**src/rtl/btn_load_pulse_if.sv**
```systemverilog
// Button/strobe bundle between the board-side stimulus (switch and 1 ms
// timebase) and the debouncer that drives a register's load input.
interface btn_load_pulse_if;
  logic clk_1ms;
  logic btn_in;
  logic load_out;
  logic btn_state;
  logic repeat_active;

  modport master (
    output clk_1ms,
    output btn_in,
    input  load_out,
    input  btn_state,
    input  repeat_active
  );

  modport slave (
    input  clk_1ms,
    input  btn_in,
    output load_out,
    output btn_state,
    output repeat_active
  );
endinterface

```
**src/rtl/btn_load_pulse.sv**
```systemverilog
// Switch debouncer with single-clock load strobe and hold-to-repeat.
// The 1 ms divided clock is sampled as data; its synchronised rising edge
// is the timebase for both the debounce and the repeat counters.
module btn_load_pulse #(
  parameter int DEBOUNCE_MS     = 20,
  parameter int REPEAT_DELAY_MS = 500,
  parameter int REPEAT_RATE_MS  = 100
) (
  input logic             clk,
  input logic             rst,
  btn_load_pulse_if.slave bus
);

  typedef enum logic [1:0] {
    IDLE   = 2'd0,
    HOLD   = 2'd1,
    REPEAT = 2'd2
  } fsmState_t;

  localparam logic [9:0] C_DB        = 10'(DEBOUNCE_MS);
  localparam logic [9:0] C_DELAY     = 10'(REPEAT_DELAY_MS);
  localparam logic [9:0] C_RATE      = 10'(REPEAT_RATE_MS);
  localparam bit         C_REPEAT_EN = (REPEAT_DELAY_MS != 0);

  logic [1:0] r_btnSync;
  logic [1:0] r_msSync;
  logic       r_msPrev;
  logic [9:0] r_dbCnt;
  logic       r_btnState;
  fsmState_t  r_state;
  logic [9:0] r_rpCnt;
  logic       r_loadOut;

  logic       w_btnS;
  logic       w_msS;
  logic       w_tick;
  logic       w_dbHit;
  logic       w_pressAcc;
  logic       w_releaseAcc;
  logic       w_rpHit;
  fsmState_t  w_nextState;
  logic [9:0] w_rpCntNext;
  logic       w_loadNext;

  assign w_btnS = r_btnSync[1];
  assign w_msS  = r_msSync[1];
  // r_msPrev clears on reset, so a timebase already high at reset release
  // produces a tick on its first synchronised sample.
  assign w_tick = w_msS & ~r_msPrev;

  assign w_dbHit      = ((r_dbCnt + 10'd1) == C_DB);
  assign w_pressAcc   = w_tick & w_btnS & ~r_btnState & w_dbHit;
  assign w_releaseAcc = w_tick & ~w_btnS & r_btnState & w_dbHit;
  assign w_rpHit      = ((r_rpCnt + 10'd1) == ((r_state == HOLD) ? C_DELAY : C_RATE));

  // Two-flop synchronisers for the raw switch and the 1 ms timebase, plus the edge-detect history.
  always_ff @(posedge clk or posedge rst) begin
    if (rst) begin
      r_btnSync <= 2'b00;
      r_msSync  <= 2'b00;
      r_msPrev  <= 1'b0;
    end else begin
      r_btnSync <= {r_btnSync[0], bus.btn_in};
      r_msSync  <= {r_msSync[0], bus.clk_1ms};
      r_msPrev  <= w_msS;
    end
  end

  // Debounce: a changed level must persist for DEBOUNCE_MS consecutive ticks before it is accepted.
  always_ff @(posedge clk or posedge rst) begin
    if (rst) begin
      r_dbCnt    <= 10'd0;
      r_btnState <= 1'b0;
    end else if (w_tick) begin
      if (w_btnS != r_btnState) begin
        if (w_dbHit) begin
          r_btnState <= ~r_btnState;
          r_dbCnt    <= 10'd0;
        end else begin
          r_dbCnt <= r_dbCnt + 10'd1;
        end
      end else begin
        r_dbCnt <= 10'd0;
      end
    end
  end

  // FSM state register, with the repeat counter and the registered load strobe.
  always_ff @(posedge clk or posedge rst) begin
    if (rst) begin
      r_state   <= IDLE;
      r_rpCnt   <= 10'd0;
      r_loadOut <= 1'b0;
    end else begin
      r_state   <= w_nextState;
      r_rpCnt   <= w_rpCntNext;
      r_loadOut <= w_loadNext;
    end
  end

  // Next-state logic: an accepted release always returns to IDLE, ahead of any due repeat.
  always_comb begin
    w_nextState = r_state;
    case (r_state)
      IDLE: begin
        if (w_pressAcc) w_nextState = HOLD;
      end
      HOLD: begin
        if (w_releaseAcc)                          w_nextState = IDLE;
        else if (w_tick && C_REPEAT_EN && w_rpHit) w_nextState = REPEAT;
      end
      REPEAT: begin
        if (w_releaseAcc) w_nextState = IDLE;
      end
      default: w_nextState = IDLE;
    endcase
  end

  // Output logic: strobe on press and on each repeat interval; the counter stays frozen in HOLD when repeat is disabled.
  always_comb begin
    w_loadNext  = 1'b0;
    w_rpCntNext = r_rpCnt;
    case (r_state)
      IDLE: begin
        w_rpCntNext = 10'd0;
        if (w_pressAcc) w_loadNext = 1'b1;
      end
      HOLD: begin
        if (w_releaseAcc) begin
          w_rpCntNext = 10'd0;
        end else if (w_tick && C_REPEAT_EN) begin
          if (w_rpHit) begin
            w_loadNext  = 1'b1;
            w_rpCntNext = 10'd0;
          end else begin
            w_rpCntNext = r_rpCnt + 10'd1;
          end
        end
      end
      REPEAT: begin
        if (w_releaseAcc) begin
          w_rpCntNext = 10'd0;
        end else if (w_tick) begin
          if (w_rpHit) begin
            w_loadNext  = 1'b1;
            w_rpCntNext = 10'd0;
          end else begin
            w_rpCntNext = r_rpCnt + 10'd1;
          end
        end
      end
      default: w_rpCntNext = 10'd0;
    endcase
  end

  assign bus.load_out      = r_loadOut;
  assign bus.btn_state     = r_btnState;
  assign bus.repeat_active = (r_state == REPEAT);

endmodule

```
**src/flat_wrapper.sv**
```systemverilog
// flat-port wrapper written by rule: the top's interface ports become plain ports
module btn_load_pulse_flat 
#(
  parameter int DEBOUNCE_MS     = 20,
  parameter int REPEAT_DELAY_MS = 500,
  parameter int REPEAT_RATE_MS  = 100
)
  (clk, rst, bus_clk_1ms, bus_btn_in, bus_load_out, bus_btn_state, bus_repeat_active);
  btn_load_pulse_if bus_i ();
  input logic clk;
  input logic rst;
  input wire logic [$bits(bus_i.clk_1ms)-1:0] bus_clk_1ms;
  input wire logic [$bits(bus_i.btn_in)-1:0] bus_btn_in;
  output wire logic [$bits(bus_i.load_out)-1:0] bus_load_out;
  output wire logic [$bits(bus_i.btn_state)-1:0] bus_btn_state;
  output wire logic [$bits(bus_i.repeat_active)-1:0] bus_repeat_active;
  assign bus_i.clk_1ms = bus_clk_1ms;
  assign bus_i.btn_in = bus_btn_in;
  assign bus_load_out = bus_i.load_out;
  assign bus_btn_state = bus_i.btn_state;
  assign bus_repeat_active = bus_i.repeat_active;
  btn_load_pulse #(.DEBOUNCE_MS(DEBOUNCE_MS), .REPEAT_DELAY_MS(REPEAT_DELAY_MS), .REPEAT_RATE_MS(REPEAT_RATE_MS)) u_core (.clk(clk), .rst(rst), .bus(bus_i));
endmodule
```
**config.mk**
```make
export PLATFORM = sky130hd
export DESIGN_NAME = btn_load_pulse_flat
export DESIGN_NICKNAME = d
export VERILOG_FILES = /design/src/rtl/btn_load_pulse_if.sv /design/src/rtl/btn_load_pulse.sv /design/src/flat_wrapper.sv
export SDC_FILE = /design/constraint.sdc
export NUM_CORES = 1
export LEC_CHECK = 0
export BUFFER_PORTS_ARGS = -buffer_cell sky130_fd_sc_hd__buf_2
export CAP_MARGIN = 0
export CORE_MARGIN = 10
export CORE_UTILIZATION = 45
export CTS_CLUSTER_SIZE = 25
export DETAILED_ROUTE_END_ITERATION = 8
export PLACE_DENSITY = 0.72
export SETUP_SLACK_MARGIN = 0.05
export SLEW_MARGIN = 20
export SYNTH_ARGS = -nofsm -noshare
export SYNTH_HDL_FRONTEND = slang
export SYNTH_SLANG_ARGS = --single-unit
```
**constraint.sdc**
```tcl
create_clock -name clk -period 2.3 [get_ports clk]
set_clock_uncertainty 0.05 [all_clocks]
set_input_delay 0.46 -clock clk [delete_from_list [all_inputs] [get_ports clk]]
set_output_delay 0.46 -clock clk [all_outputs]
set_load 0.01 [all_outputs]
```
==> flow_summary.json, run 1 <==
{
  "root_buffer": "clkbuf_8",
  "fin_ws_ns": 0.0965,
  "setup_viol": 0,
  "grt_pass1_vias": 1328,
  "pwr-share-comb_pct": 5.2,
  "numCtsBuffers": 5,
  "final_area_mm2": 0.00204,
  "r2r_start": "u_core.r_rpCnt[0]$_DFFE_PP0P_",
  "postRouteAntennaNets": 0,
  "clkTransAtPathRegs_ns": 0.07,
  "syn-cell-area_mm2": 0.00168,
  "synth_area_leader_cell": "dfrtp_1",
  "slew_violations": 0,
  "hold-worst-slack_ns": 0.179,
  "tightest_slew_ns": 0.470,
  "synth_nets": 189,
  "crit_slowest_cell": "dfrtp_1",
  "clock_latency_ns": 0.29,
  "cp_data_arrival_time_ns": 2.37,
  "antennaDiodeCount": 0,
  "synth.most_common_cell": "dfrtp_1",
  "clockPowerShare_pct": 44.4,
  "startpoint_type": "register",
  "switchingPower_mw": 0.243,
  "finalCritPeriodShare_pct": 95.8,
  "status": "complete, no violations",
  "synth_top_family_by_area": "simple AND/OR/NAND/NOR gates",
  "cell_internal_pwr_mw": 0.812,
  "area.growth.synth_to_final_pct": 21.4,
  "post-place-ws_ns": 0.0339,
  "place_congestion": 0.907,
  "final_nets": 210,
  "utilization_pct": 56.2,
  "yosysTopAreaCellShare_pct": 43.1,
  "synth_xor_area_share_pct": 3.64,
  "dr_total_vias": 1471,
  "hold_path.class": "in -> async",
  "asyncSetResetFlopFracSynth_pct": 100,
  "max_cap_violations": 0,
  "synth_common_cells": "dfrtp_1 (29), nand2_1 (24), a21oi_1 (13)",
  "wl_um": 3900,
  "regToRegSetupSlack_ns": 0.1,
  "io_buffers": 6,
  "period_needed_ns": 2.20,
  "max_clock_freq_mhz": 454,
  "drt-pass1-iter-count": 4,
  "crit_path_end": "u_core.bus.load_out$_DFF_PP0_",
  "routed_via_density": 5.91,
  "grt_pass1_wl_um": 6190,
  "cp.depth": 9,
  "rows": 22,
  "cts_tree": "built",
  "crit_family": "simple AND/OR/NAND/NOR gates",
  "htree_num_levels": 2,
  "dpl-instance-area_mm2": 0.00183,
  "grt_overflow": 0,
  "start_util_pct": 46.3,
  "routedWlPerCell_um": 15.7,
  "setup.worst_path.start": "u_core.r_rpCnt[0]$_DFFE_PP0P_",
  "clock-sinks": 29,
  "layout-drive-gt1-share_pct": 25.4,
  "p_sw_share_pct": 23.0,
  "slowest_delay_ns": 0.41,
  "track_usage_pct": 12.0,
  "critPathBufInv": 3,
  "leakage_nw": 0.817,
  "synth-edff-count": 0,
  "ys.flop_type": "dfrtp_1",
  "power_density_mw_per_mm2": 516,
  "dpl.hpwl_um": 2640,
  "ys_types": 51,
  "final_hold_viol_count": 0,
  "core-area_mm2": 0.00363,
  "die_w_um": 81.2,
  "tns_ns": 0,
  "avgSynthCellArea_um2": 9.40,
  "critical_path.max_fanout": 4,
  "grt_max_degree": 30,
  "synth-compound-area-share_pct": 19.0,
  "reg2reg_to": "u_core.bus.load_out$_DFF_PP0_",
  "synth.top_cells.by_area": "dfrtp_1 (43%), nand2_1 (5.4%), ha_1 (4.5%)",
  "cp.required_ns": 2.47,
  "synthSimpleGateAreaFrac_pct": 23.3,
  "path_class": "reg -> reg",
  "die_area_mm2": 0.00659,
  "slew_headroom_pct": 67.8,
  "route.detailed.drc": 0,
  "ys_warn_count": 0,
  "ir_drop_mv": 0.340,
  "path_cells": "buf_4, nand3_2, buf_6, nor4_4, buf_4, nor4_4, o2bb2a_2, or4_1, a21oi_1",
  "die_h_um": 81.2,
  "yosysSeqAreaShare_pct": 43.1,
  "drtIter0Drc": 101,
  "synth_fa_ha_area_share_pct": 4.46,
  "rr_worst_depth": 9,
  "io_pins": 7,
  "cts_buffer_depth": 2,
  "rsz0062_at_grt": "yes",
  "cp-end-kind": "register",
  "antenna_found_initial": 0,
  "synth_seq_cells": 29,
  "muxShareOfSynthArea_pct": 1.93,
  "synthCells": 179,
  "seqPwrFrac_pct": 50.3
}
## final cells by class
| type | count | area (um2) |
|---|---|---|
| Fill cell | 327 | 1590 |
| Multi-Input combinational cell | 134 | 962 |
| Sequential cell | 29 | 728 |
| Timing Repair Buffer | 23 | 165 |
| Clock buffer | 7 | 96.3 |
| Tap cell | 48 | 60.1 |
| Inverter | 7 | 26.3 |
| Clock inverter | 1 | 5.00 |
## per-layer routing
metal | routed length (um) | vias up | global-route usage (%)
met2 | 1890 | 43 | 19.7
met4 | 114 | 0 | 5.54
met3 | 215 | 14 | 3.64
li1 | - | 696 | -
met1 | 1680 | 718 | 14.1
met5 | 0 | - | 0
## how the worst min path moves through the flow
stage | to | slack, ns | depth (start not counted)
detailed placement | u_core.r_btnSync[1]$_DFF_PP0_ | 0.28 | 0
finish | u_core.bus.load_out$_DFF_PP0_ | 0.18 | 3
global route | u_core.r_rpCnt[9]$_DFFE_PP0P_ | 0.22 | 3
floorplan | u_core.r_btnSync[1]$_DFF_PP0_ | 0.28 | 0
global placement | u_core.r_btnSync[1]$_DFF_PP0_ | 0.28 | 0
CTS | u_core.bus.load_out$_DFF_PP0_ | 0.19 | 3
## metrics by stage
step / power [mW] / cells
floorplan: 0.576 / 179
global placement: 0.591 / 239
detailed placement: 0.596 / 239
CTS: 1.06 / 248
global route: 1.09 / 249
finish: 1.06 / 249
## placed cells by master (no fill, tap or decap), types with 2 or more instances in the layout
cell type	Yosys	final
o21ai_0	8	8
dfrtp_2	0	2
o31ai_1	2	2
o211ai_1	3	3
nor2b_1	2	2
clkbuf_8	0	7
xor2_1	3	2
buf_2	1	6
a21oi_1	13	13
a22o_1	2	2
nand4_1	7	7
nand2_1	24	24
dfrtp_1	29	27
buf_6	1	2
nor2_1	10	10
nor3_4	0	2
xnor2_1	4	4
buf_4	2	15
mux2_2	2	2
nor4_4	2	2
nand2b_1	3	3
nor4_1	3	2
a31oi_1	3	3
inv_1	7	7
ha_1	6	5
nand3_1	8	7
## repair_timing
item / 4_1_cts / 5_1_grt
hold buffers: 0 / 0
setup endpoints to repair: 1 / 11
buffers inserted: 1 / 1
pin swaps: 1 / 6
resized for setup: 1 / 19
## tightest hold or removal path: stages
cell and delay (ns):
buf_2 0.09, inv_1 0.04, buf_4 0.33
## cells by family after synthesis
logic type | Yosys count
compound gates | 47
xor+xnor | 7
fa+ha+maj | 6
buf+inv | 16
flops | 29
mux | 3
simple gates | 71
## registers in the layout, summed over array words and instances (netlist names)
name / flops
u_core.r_state: 2
u_core.r_btnSync: 2
u_core.r_msSync: 2
u_core.bus.btn_state: 1
u_core.r_msPrev: 1
u_core.bus.load_out: 1
u_core.r_dbCnt: 10
u_core.r_rpCnt: 10
## power by group through the flow
| stage | logic [mW] | registers [mW] | clock network, mW |
|---|---|---|---|
| final | 0.0551 | 0.531 | 0.469 |
| after global routing | 0.0625 | 0.533 | 0.498 |
| after CTS | 0.0562 | 0.531 | 0.476 |
| after detailed placement | 0.0561 | 0.540 | 0 |
| after global placement | 0.0523 | 0.539 | 0 |
| after floorplan | 0.0376 | 0.538 | 0 |
Note: power is estimated with default switching activity, not from simulation.
==> run 2, diff against run 1 <==
--- a/config.mk
+++ b/config.mk
@@ -9,6 +9,7 @@
 export CAP_MARGIN = 0
 export CORE_MARGIN = 10
 export CORE_UTILIZATION = 45
+export CTS_BUF_LIST = sky130_fd_sc_hd__clkbuf_16
 export CTS_CLUSTER_SIZE = 25
 export DETAILED_ROUTE_END_ITERATION = 8
 export PLACE_DENSITY = 0.72
==> run 2 against run 1 <==
Compared with the run above: clock power is 29% higher; first-iteration DRC count is 53% higher; maximum frequency is 0.85% lower; die area stayed put; sequential power hardly changed; cell count is 0.80% higher; core utilization is 1.6 points higher.
==> flow_summary.json, run 2 (same netlist as run 1, synthesis figures left out) <==
{
  "status": "complete, no violations",
  "clock-sinks": 29,
  "die_area_mm2": 0.00659,
  "antennaDiodeCount": 0,
  "drtIter0Drc": 155,
  "rr_worst_depth": 7,
  "root_buffer": "clkbuf_16",
  "path_class": "reg -> reg",
  "regToRegSetupSlack_ns": 0.08,
  "finalCritPeriodShare_pct": 96.6,
  "reg2reg_to": "u_core.bus.load_out$_DFF_PP0_",
  "tns_ns": 0,
  "grt_overflow": 0,
  "die_h_um": 81.2,
  "htree_num_levels": 2,
  "cp.required_ns": 2.45,
  "antenna_found_initial": 0,
  "core-area_mm2": 0.00363,
  "route.detailed.drc": 0,
  "wl_met3_um": 168,
  "r2r_start": "u_core.r_rpCnt[1]$_DFFE_PP0P_",
  "setup.worst_path.start": "u_core.r_rpCnt[1]$_DFFE_PP0P_",
  "final_cell_mix": "dfrtp_1 (27), nand2_1 (24), buf_4 (16)",
  "place_congestion": 0.907,
  "wl_um": 3840,
  "max_cap_violations": 0,
  "grt_max_degree": 30,
  "critical_path.max_fanout": 3,
  "area.growth.synth_to_final_pct": 24.9,
  "leakage_nw": 0.828,
  "power_density_mw_per_mm2": 567,
  "drt-pass1-iter-count": 5,
  "slew_violations": 0,
  "clkTransAtPathRegs_ns": 0.05,
  "final_common_cell": "dfrtp_1",
  "cts_tree": "built",
  "track_usage_pct": 12.0,
  "cp_data_arrival_time_ns": 2.37,
  "path_cells": "buf_4, nand3_2, o31a_1, nor4_4, o2bb2a_2, or4_1, a21oi_1",
  "cts_buffer_depth": 2,
  "multi_input_area_um2": 966,
  "dr_total_vias": 1426,
  "postRouteAntennaNets": 0,
  "routedWlPerCell_um": 15.3,
  "slew_headroom_pct": 66.6,
  "ir_drop_mv": 0.373,
  "crit_slowest_cell": "dfrtp_1",
  "hold_buffers": 0,
  "setup_viol": 0,
  "hold_path.class": "in -> async",
  "io_buffers": 6,
  "tightest_slew_ns": 0.488,
  "rsz0062_at_grt": "yes",
  "rows": 22,
  "numCtsBuffers": 5,
  "max_clock_freq_mhz": 450,
  "routed_via_density": 5.68,
  "die_w_um": 81.2,
  "met1_length_um": 1680,
  "wl_met2_um": 1940,
  "routed.top_layer": "met4",
  "utilization_pct": 57.9,
  "startpoint_type": "register",
  "fillers": 310,
  "final_nets": 212,
  "grt_pass1_wl_um": 6260,
  "start_util_pct": 46.3,
  "clock_latency_ns": 0.27,
  "slowest_delay_ns": 0.41,
  "layout-drive-gt1-share_pct": 25.1,
  "io_pins": 7,
  "cp-end-kind": "register",
  "grt_pass1_vias": 1349,
  "reg_top3": "u_core.r_dbCnt: 10 flops, u_core.r_rpCnt: 10 flops",
  "final_hold_viol_count": 0,
  "period_needed_ns": 2.22,
  "dpl.hpwl_um": 2640,
  "seqCellArea_um2": 728
}
-- run 2: final cells by class --
class / count / share of cell area, %
inverter: 7 / 1.25
multi-input combinational: 134 / 46.0
clock inverter: 3 / 0.595
clock buffer: 5 / 5.95
timing repair buffer: 25 / 8.75
tap: 48 / 2.86
sequential: 29 / 34.6
-- run 2: worst max-delay path: cells and delay by family (launching register included) --
kind | cells | cell delay (ns)
AO/OA/AOI/OAI | 3 | 0.78
AND/OR/NAND/NOR | 3 | 0.77
flip-flops | 1 | 0.41
buffers and inverters | 1 | 0.15
-- run 2: repair_timing --
| action | CTS | global route |
|---|---|---|
| setup endpoints to repair | 1 | 8 |
| pin swaps | 1 | 7 |
| buffers inserted | 2 | 2 |
| gates resized for setup | 1 | 21 |
-- run 2: per-layer routing --
metal  vias to the layer above  track usage, %
li1                        700               -
met5                         -               0
met3                         6            3.42
met1                       688            14.1
met4                         0            5.54
met2                        32            19.9
-- run 2: report_power, final --
part           switching (mW)  internal, mW
clock                   0.214         0.389
sequential             0.0103         0.523
combinational          0.0344        0.0209
total                   0.259         0.933
-- run 2: worst max-delay path by stage --
stage                                          endpoint  slack, ns  cells past startpoint
after floorplan           u_core.bus.load_out$_DFF_PP0_       0.09                      7
after global placement    u_core.bus.load_out$_DFF_PP0_       0.12                      7
after detailed placement  u_core.bus.load_out$_DFF_PP0_       0.03                      7
after CTS                 u_core.bus.load_out$_DFF_PP0_       0.09                      6
after global routing      u_core.bus.load_out$_DFF_PP0_      0.002                      8
final                     u_core.bus.load_out$_DFF_PP0_       0.08                      7
-- run 2: stage by stage --
stage	hold WS [ns]	instances	cell area, um2	power (mW)	setup WS (ns)
floorplan	0.281	179	1680	0.576	0.0924
global placement	0.283	239	1830	0.591	0.122
detailed placement	0.285	239	1830	0.596	0.0339
CTS	0.207	249	1990	1.20	0.0863
global route	0.237	251	2100	1.24	0.00212
finish	0.195	251	2100	1.19	0.0776
